`src/rtl/cpu_boot_ctl_if.sv`:
```
// ============================================================================
//  Module      : cpu_boot_ctl_if
//  Description : Bundle of host-side control, image word stream and CPU-side
//                boot outputs used by cpu_boot_ctl.
//                master : host / testbench side (drives start/stop/words)
//                slave  : cpu_boot_ctl (drives word_ready and CPU controls)
//  Signals     : host_start, host_stop, host_len[IMG_AW], host_cksum[16],
//                word_in[16], word_valid, word_ready,
//                cpu_rst[2] (bit0 = CPU rst[1] LOAD, bit1 = CPU rst[2] RUN),
//                cpu_par[16], boot_done, busy, running, err[2]
//  Revision    : 1.0 - initial release
// ============================================================================
`default_nettype none

interface cpu_boot_ctl_if #(
    parameter int IMG_AW = 11
);
    logic              host_start;
    logic              host_stop;
    logic [IMG_AW-1:0] host_len;
    logic [15:0]       host_cksum;
    logic [15:0]       word_in;
    logic              word_valid;
    logic              word_ready;
    logic [1:0]        cpu_rst;
    logic [15:0]       cpu_par;
    logic              boot_done;
    logic              busy;
    logic              running;
    logic [1:0]        err;

    modport master (
        output host_start, host_stop, host_len, host_cksum, word_in, word_valid,
        input  word_ready, cpu_rst, cpu_par, boot_done, busy, running, err
    );

    modport slave (
        input  host_start, host_stop, host_len, host_cksum, word_in, word_valid,
        output word_ready, cpu_rst, cpu_par, boot_done, busy, running, err
    );
endinterface

`default_nettype wire

```
`src/rtl/cpu_boot_ctl.sv`:
```
// ============================================================================
//  Module      : cpu_boot_ctl
//  Description : Boot sequencer for the embedded stack CPU. Holds the CPU in
//                reset, streams an image of host_len words into code BRAM via
//                cpu_par while cpu_rst=01, pulses boot_done to re-home the PC
//                and releases the CPU into RUN (cpu_rst=11).
//  Ports       : clk, rst (async, active high)
//                bus (cpu_boot_ctl_if.slave): host_start/host_stop/host_len/
//                host_cksum, word_in/word_valid/word_ready, cpu_rst, cpu_par,
//                boot_done, busy, running, err
//  Options     : BOOT_CKSUM_EN - when defined, a 16-bit wrapping sum of the
//                accepted words is checked against host_cksum before RUN.
//  Revision    : 1.0 - initial release
// ============================================================================
`default_nettype none

module cpu_boot_ctl #(
    parameter int IMG_AW = 11
) (
    input  wire logic     clk,
    input  wire logic     rst,
    cpu_boot_ctl_if.slave bus
);

    localparam logic [IMG_AW-1:0] C_ONE  = {{(IMG_AW-1){1'b0}}, 1'b1};
    localparam logic [IMG_AW-1:0] C_ZERO = '0;

    typedef enum logic [2:0] {
        ST_IDLE  = 3'd0,
        ST_PRIME = 3'd1,
        ST_LOAD  = 3'd2,
        ST_DONE  = 3'd3,
        ST_RUN   = 3'd4
    } state_t;

    state_t            r_state;
    logic [IMG_AW-1:0] r_len;
    logic [IMG_AW-1:0] r_rem;          // words still to be accepted in LOAD
    logic              r_word_ready;
    logic [1:0]        r_cpu_rst;
    logic [15:0]       r_cpu_par;
    logic              r_boot_done;
    logic              r_busy;
    logic              r_running;
    logic [1:0]        r_err;

    logic              w_accept;
    logic              w_cksum_ok;

    // host_stop overrides everything, so a word offered in a stop cycle is
    // not consumed.
    assign w_accept = bus.word_valid & r_word_ready & ~bus.host_stop;

`ifdef BOOT_CKSUM_EN
    logic [15:0] r_cksum;
    logic [15:0] r_sum;

    assign w_cksum_ok = (r_sum == r_cksum);

    always_ff @(posedge clk or posedge rst) begin
        if (rst) begin
            r_sum   <= 16'h0000;
            r_cksum <= 16'h0000;
        end else if (!bus.host_stop && (r_state == ST_IDLE) && bus.host_start) begin
            r_sum   <= 16'h0000;
            r_cksum <= bus.host_cksum;
        end else if (w_accept) begin
            r_sum   <= r_sum + bus.word_in;
        end
    end
`else
    logic w_unused_cksum;

    assign w_cksum_ok     = 1'b1;
    assign w_unused_cksum = ^bus.host_cksum;
`endif

    always_ff @(posedge clk or posedge rst) begin
        if (rst) begin
            r_state      <= ST_IDLE;
            r_len        <= C_ZERO;
            r_rem        <= C_ZERO;
            r_word_ready <= 1'b0;
            r_cpu_rst    <= 2'b00;
            r_cpu_par    <= 16'h0000;
            r_boot_done  <= 1'b0;
            r_busy       <= 1'b0;
            r_running    <= 1'b0;
            r_err        <= 2'b00;
        end else if (bus.host_stop) begin
            r_state      <= ST_IDLE;
            r_word_ready <= 1'b0;
            r_cpu_rst    <= 2'b00;
            r_boot_done  <= 1'b0;
            r_busy       <= 1'b0;
            r_running    <= 1'b0;
        end else begin
            case (r_state)
                ST_IDLE: begin
                    if (bus.host_start) begin
                        r_len        <= bus.host_len;
                        r_err        <= 2'b00;
                        r_word_ready <= 1'b1;
                        r_busy       <= 1'b1;
                        r_state      <= ST_PRIME;
                    end
                end

                ST_PRIME: begin
                    // Source may stall here for as long as it likes.
                    if (w_accept) begin
                        r_cpu_par    <= bus.word_in;
                        // len=0 wraps to all-ones, i.e. a full 2^IMG_AW image.
                        r_rem        <= r_len - C_ONE;
                        r_word_ready <= (r_len != C_ONE);
                        r_cpu_rst    <= 2'b01;
                        r_state      <= ST_LOAD;
                    end
                end

                ST_LOAD: begin
                    if (r_rem == C_ZERO) begin
                        // cpu_par already holds the last word.
                        r_boot_done <= 1'b1;
                        r_state     <= ST_DONE;
                    end else if (w_accept) begin
                        r_cpu_par    <= bus.word_in;
                        r_rem        <= r_rem - C_ONE;
                        r_word_ready <= (r_rem != C_ONE);
                    end else begin
                        // The CPU writes every cycle, so a gap would corrupt
                        // the image: abort and keep the CPU in reset.
                        r_err[0]     <= 1'b1;
                        r_cpu_rst    <= 2'b00;
                        r_word_ready <= 1'b0;
                        r_busy       <= 1'b0;
                        r_state      <= ST_IDLE;
                    end
                end

                ST_DONE: begin
                    r_boot_done <= 1'b0;
                    r_busy      <= 1'b0;
                    if (w_cksum_ok) begin
                        r_cpu_rst <= 2'b11;
                        r_running <= 1'b1;
                        r_state   <= ST_RUN;
                    end else begin
                        r_err[1]  <= 1'b1;
                        r_cpu_rst <= 2'b00;
                        r_state   <= ST_IDLE;
                    end
                end

                ST_RUN: begin
                    // Only host_stop or rst leaves RUN.
                end

                default: begin
                    r_state      <= ST_IDLE;
                    r_cpu_rst    <= 2'b00;
                    r_word_ready <= 1'b0;
                    r_boot_done  <= 1'b0;
                    r_busy       <= 1'b0;
                    r_running    <= 1'b0;
                end
            endcase
        end
    end

    assign bus.word_ready = r_word_ready;
    assign bus.cpu_rst    = r_cpu_rst;
    assign bus.cpu_par    = r_cpu_par;
    assign bus.boot_done  = r_boot_done;
    assign bus.busy       = r_busy;
    assign bus.running    = r_running;
    assign bus.err        = r_err;

endmodule

`default_nettype wire

```
`src/flat_wrapper.sv`:
```
// flat-port wrapper written by rule: the top's interface ports become plain ports
module cpu_boot_ctl_flat 
#(
    parameter int IMG_AW = 11
)
  (clk, rst, bus_host_start, bus_host_stop, bus_host_len, bus_host_cksum, bus_word_in, bus_word_valid, bus_word_ready, bus_cpu_rst, bus_cpu_par, bus_boot_done, bus_busy, bus_running, bus_err);
  cpu_boot_ctl_if #(.IMG_AW(IMG_AW)) bus_i ();
  input  wire logic clk;
  input  wire logic rst;
  input wire logic [$bits(bus_i.host_start)-1:0] bus_host_start;
  input wire logic [$bits(bus_i.host_stop)-1:0] bus_host_stop;
  input wire logic [$bits(bus_i.host_len)-1:0] bus_host_len;
  input wire logic [$bits(bus_i.host_cksum)-1:0] bus_host_cksum;
  input wire logic [$bits(bus_i.word_in)-1:0] bus_word_in;
  input wire logic [$bits(bus_i.word_valid)-1:0] bus_word_valid;
  output wire logic [$bits(bus_i.word_ready)-1:0] bus_word_ready;
  output wire logic [$bits(bus_i.cpu_rst)-1:0] bus_cpu_rst;
  output wire logic [$bits(bus_i.cpu_par)-1:0] bus_cpu_par;
  output wire logic [$bits(bus_i.boot_done)-1:0] bus_boot_done;
  output wire logic [$bits(bus_i.busy)-1:0] bus_busy;
  output wire logic [$bits(bus_i.running)-1:0] bus_running;
  output wire logic [$bits(bus_i.err)-1:0] bus_err;
  assign bus_i.host_start = bus_host_start;
  assign bus_i.host_stop = bus_host_stop;
  assign bus_i.host_len = bus_host_len;
  assign bus_i.host_cksum = bus_host_cksum;
  assign bus_i.word_in = bus_word_in;
  assign bus_i.word_valid = bus_word_valid;
  assign bus_word_ready = bus_i.word_ready;
  assign bus_cpu_rst = bus_i.cpu_rst;
  assign bus_cpu_par = bus_i.cpu_par;
  assign bus_boot_done = bus_i.boot_done;
  assign bus_busy = bus_i.busy;
  assign bus_running = bus_i.running;
  assign bus_err = bus_i.err;
  cpu_boot_ctl #(.IMG_AW(IMG_AW)) u_core (.clk(clk), .rst(rst), .bus(bus_i));
endmodule
```
`config.mk`:
```
export PLATFORM = sky130hd
export DESIGN_NAME = cpu_boot_ctl_flat
export DESIGN_NICKNAME = d
export VERILOG_FILES = /design/src/rtl/cpu_boot_ctl_if.sv /design/src/rtl/cpu_boot_ctl.sv /design/src/flat_wrapper.sv
export SDC_FILE = /design/constraint.sdc
export NUM_CORES = 1
export LEC_CHECK = 0
export ABC_AREA = 1
export CORE_MARGIN = 2
export CORE_UTILIZATION = 48
export CTS_CLUSTER_DIAMETER = 30
export CTS_CLUSTER_SIZE = 24
export DETAILED_ROUTE_END_ITERATION = 10
export DONT_BUFFER_PORTS = 1
export GPL_TIMING_DRIVEN = 0
export PLACE_DENSITY = 0.66
export SYNTH_ARGS = -nofsm -noshare
export SYNTH_HDL_FRONTEND = slang
export SYNTH_SLANG_ARGS = --single-unit
```
`constraint.sdc`:
```
create_clock -name clk -period 3 [get_ports clk]
set_input_delay 0.6 -clock clk [delete_from_list [all_inputs] [get_ports clk]]
set_output_delay 0.6 -clock clk [all_outputs]
set_load 0.005 [all_outputs]
```
## Word level (Yosys, flattened, before mapping)

Cells that the tools add are included.

| storage, ports and cells | value |
|---|---|
| flip-flop bits (word level) | 48 |
| logic and storage cells | 93 |

| cells by class | value |
|---|---|
| add/sub/neg operators | 2 |
| eq/ne operators | 23 |
| multiplexer cells | 37 |
| bitwise gates (word level) | 3 |
| reduce and logical (&&, ||, !) cells | 18 |

Operator list:

| cell | count |
|---|---|
| 11-bit 2-to-1 mux | 3 |
| 16-bit 2-to-1 mux | 2 |
| 16-bit one-hot mux with 2 select lines | 1 |
| 11-bit by 1-bit inequality test with 1-bit output, second input constant | 2 |
| 11-bit one-hot mux with 2 select lines | 1 |
| 11-bit by 1-bit subtractor with 11-bit output, second input constant | 2 |
| 4-bit AND reduction | 4 |
| 3-bit 2-to-1 mux | 5 |
| 3-bit one-hot mux with 5 select lines | 1 |
| 1-bit 2-to-1 mux | 14 |
| 2-bit by 1-bit inequality test with 1-bit output, second input constant | 7 |
| 11-bit logical NOT | 1 |
| 5-bit AND reduction | 2 |
| 3-bit inequality test, second input constant | 3 |
| 2-bit 2-to-1 mux | 4 |
| 2-bit inequality test, second input constant | 4 |
| 2-bit one-hot mux with 4 select lines | 1 |
| 3-bit by 2-bit equality test with 1-bit output, second input constant | 2 |
| 3-bit by 2-bit inequality test with 1-bit output, second input constant | 2 |
| 1-bit one-hot mux with 2 select lines | 3 |
| 3-bit AND reduction | 2 |
| 2-bit OR reduction | 3 |
| 4-bit inequality test, second input constant | 1 |
| 1-bit one-hot mux with 4 select lines | 1 |
| other kinds (10) | 12 |

## Logic depth before layout (Yosys ltp)

| depth | value |
|---|---|
| word-level depth | 6 |
| mapped depth | 11 |

## Least setup slack after synthesis

OpenSTA, ideal clock, no wires.

| timing path | value |
|---|---|
| path kind | register to register |
| start point | register u_core.r_rem[0] |
| end point | register u_core.r_rem[0] |
| library setup time | 0.119 ns |
| data arrival time | 1.432 ns |
| required time | 2.881 ns |
| path slack | 1.449 ns |
| stages on the path, launching flop included | 11 |
| buffers on the path | 1 |
| clock period less this slack | 1.551 ns |
| cell sequence | dfrtp_1 > inv_1 > ha_1 > nand2_2 > nor2_2 > nand4_4 > nand2_4 > inv_4 > buf_8 > nand2_2 > o21ai_2 |

| between the ends | value |
|---|---|
| longest elaborated chain between the ends | 4 |

Ends and longest elaborated chain:

| element | line | text |
|---|---|---|
| from (decl) | cpu_boot_ctl.sv:38 | `logic [IMG_AW-1:0] r_rem;` |
| from (signal assigned) | cpu_boot_ctl.sv:114 | `r_rem <= r_len - C_ONE;` |
| from (signal assigned) | cpu_boot_ctl.sv:128 | `r_rem <= r_rem - C_ONE;` |
| 11-bit by 1-bit subtractor with 11-bit output | cpu_boot_ctl.sv:128 |  |
| 11-bit 2-to-1 mux | cpu_boot_ctl.sv:126 | `end else if (w_accept) begin` |
| 11-bit 2-to-1 mux | cpu_boot_ctl.sv:122 | `if (r_rem == C_ZERO) begin` |
| 11-bit one-hot mux with 2 select lines | cpu_boot_ctl.sv:98 | `case (r_state)` |

Several ways; a longest one is shown, not always the timed one. The select of a mux whose other input is x is not followed.
A chain may end at the register's enable or synchronous reset.

## Worst setup path after layout

Same ends and word-level chain as after synthesis.

==> flow_summary.yaml <==
final_layout:
  fillers: 569
  antenna_cells: 0
  drive_gt1_share_pct: 10.9
  nets: 444
  post-route-util_pct: 54.1
  syn_to_final_growth_pct: 8.23
  fin_cells: 465
clocking:
  path_clk_slew_ns: 0.10
  clock_path_buffers: 2
  clock-sinks: 48
  cts_resized: 0
  cts_setup_buffers: 0
  cts-hold-fix-buffers: 0
  clock_latency_ns: 0.31
  clockRootBuffer: "clkbuf_8"
  htree_num_levels: 2
  cts_tree: "built"
  cts_buffers: 5
synth:
  syn_avg_cell_area_um2: 7.16
  synthMuxAreaShare_pct: 0
  yosys.area_share.xor_xnor_pct: 0.318
  syn_area_um2: 2750
  synth_compound_area_share_pct: 9.55
  ys_types: 28
  synth-seq-area-share_pct: 43.7
  syn_inst: 384
  synth_fa_ha_area_share_pct: 1.82
  synth_nets: 436
  yosys.area_share.simple_pct: 34.7
  synth_top_family_by_area: "simple AND/OR/NAND/NOR gates"
  synth-seq-cells: 48
  yosys_warnings: 0
worst_setup_path:
  critPathBufInv: 3
  crit_chain: "inv_1 -> ha_1 -> nand2_2 -> nor2_2 -> nand4_4 -> nand2_4 -> inv_4 -> buf_8 -> nand2_2 -> o21ai_2"
  end_kind: "register"
  critPathTopFamily: "simple AND/OR/NAND/NOR gates"
  worst-setup-path-type: "register to register"
  crit_top_cell: "nand2_2"
  worst_path_largest_cell_delay_ns: 0.41
  required_ns: 3.20
  slowest_stage: "dfrtp_1"
  cp-start-kind: "register"
  worstPathMaxFanout: 10
  crit_arrival_ns: 1.96
timing:
  layout_min_cycle_time_ns: 1.76
  finalSetupViolCount: 0
  rsz0062_at_grt: "false"
  final_max_slew_viol_count: 0
  max_freq_mhz: 567
  tns_ns: 0
  min_period_over_period_pct: 58.8
  hold_viol_final: 0
  setup_slack_ns: 1.24
  finClkSkew_ns: 0.0103
outcome:
  run_status: "finished clean"
grt:
  antenna_found_initial: 0
  grt.overflow.total: 0
  grt_pass1_vias: 2243
  grt_pass1_wl_mm: 10.1
  grtUsageTotal_pct: 20.3
  grt_max_degree: 29
power:
  p_per_area_nw_per_um2: 987
  vdd_drop_max_mv: 0.407
  p_leak_uw: 0.00158
detailed_routing:
  via_per_inst: 5.02
  wl_mm: 5.92
  drcViolationCount: 0
  drt_iter0_drc: 91
  drtAntennaViolNets: 0
  wire_per_inst_um: 12.7
  num_vias: 2332
  first_pass_iters: 6
die:
  rows: 27
  initial_utilization_pct: 49.9
  dieArea_um2: 6350
  pin_count: 72
  core_area_um2: 5510
  die_w_um: 79.7
  die_y_um: 79.7
place:
  dp_worst_setup_slack_ns: 1.22
  dpl.cell_count: 457
  hpwl_mm: 4.45
  place.port_buffers: 0
  gp_congestion: 0.876
worst_hold_path:
  holdCritPathClass: "input port to asynchronous set/reset pin"
job:
  timing.max_cap.violations: 0
## kinds of logic after synthesis
family	after synthesis
xor gates and xnor gates	1
AOI/OAI and AO/OA	45
other	1
buffers and inverters	60
adders and majority gates	4
DFF	48
and+or+nand+nor	225
## cell usage after synthesis (all sizes together)
cell | n | share of area, %
a21oi | 8 | 1.9
inv | 50 | 6.9
o21ai | 37 | 7.7
clkbuf | 2 | 0.32
nor3 | 1 | 0.18
dfrtp | 48 | 44
nand4 | 6 | 1.9
buf | 8 | 2.5
nand2 | 146 | 21
conb | 1 | 0.14
xnor2 | 1 | 0.32
nor2 | 45 | 6.6
nand3 | 27 | 5.4
ha | 4 | 1.8
## worst paths after layout
path / from / end / slack, ns / cells after the start
setup / recovery: u_core.r_rem[0]$_DFFE_PP0P_ / u_core.r_rem[0]$_DFFE_PP0P_ / 1.24 / 10
hold / removal: rst / u_core.bus.cpu_par[3]$_DFFE_PP0P_ / 0.18 / 1
setup reg to reg: u_core.r_rem[0]$_DFFE_PP0P_ / u_core.r_rem[0]$_DFFE_PP0P_ / 1.24 / 10
hold reg to reg: u_core.bus.cpu_rst[0]$_DFFE_PP0P_ / u_core.bus.cpu_rst[0]$_DFFE_PP0P_ / 0.50 / 2
max in group asynchronous: rst / u_core.r_rem[0]$_DFFE_PP0P_ / 2.30 / 2
min in group clk: bus_word_in[2] / u_core.bus.cpu_par[2]$_DFFE_PP0P_ / 0.40 / 2
## area by class of cell
type	count	area [um2]	area share [%]
plain buffers	10	78.8	2.65
clock buffers	5	68.8	2.31
clock inverters	3	47.5	1.60
inverters	50	190	6.39
multi-input cells	276	1280	43.0
flip-flops and latches	48	1200	40.4
well taps	72	90.1	3.03
repair buffers	1	20.0	0.673
## metal layers
metal / wire length (um) / share of wire (%) / global-route usage, % / vias to the layer above
met3: 246 / 4.2 / 4.30 / 9
met1: 2800 / 47 / 27.3 / 1078
met4: 93 / 1.6 / 6.55 / 0
met5: 0 / 0 / 0 / -
met2: 2770 / 47 / 32.5 / 49
li1: - / - / - / 1196
## stage by stage
stage,hold slack (ns),total power (uW),area (um2)
after global placement,0.482,2440,2840
after global routing,0.194,3240,2980
after floorplan,0.464,2160,2750
final,0.180,2940,2980
after detailed placement,0.486,2470,2860
after CTS,0.183,2970,2980
## sequential cells by signal, summed over array words and instances (netlist names)
register	flops
u_core.bus.boot_done	1
u_core.bus.busy	1
u_core.bus.cpu_par	16
u_core.bus.cpu_rst	2
u_core.bus.err	1
u_core.bus.running	1
u_core.bus.word_ready	1
u_core.r_len	11
u_core.r_rem	11
u_core.r_state	3
## where the power goes
part	switching, uW	total [uW]	internal [uW]	leakage (uW)
clock	234	485	251	0.0000583
sequential	270	1210	937	0.000606
combinational	805	1240	439	0.000912
total	1310	2940	1630	0.00158
## cells in the final DEF (no fill, tap or decap), drive strengths merged, types with 4 or more instances in the layout
cell type  netlist  final
nand2          146    146
inv             50     50
dfrtp           48     48
nor2            45     45
o21ai           37     37
nand3           27     27
buf              8      9
a21oi            8      8
clkbuf           2      7
nand4            6      6
ha               4      4
Note: power is estimated with default switching activity, not from simulation.
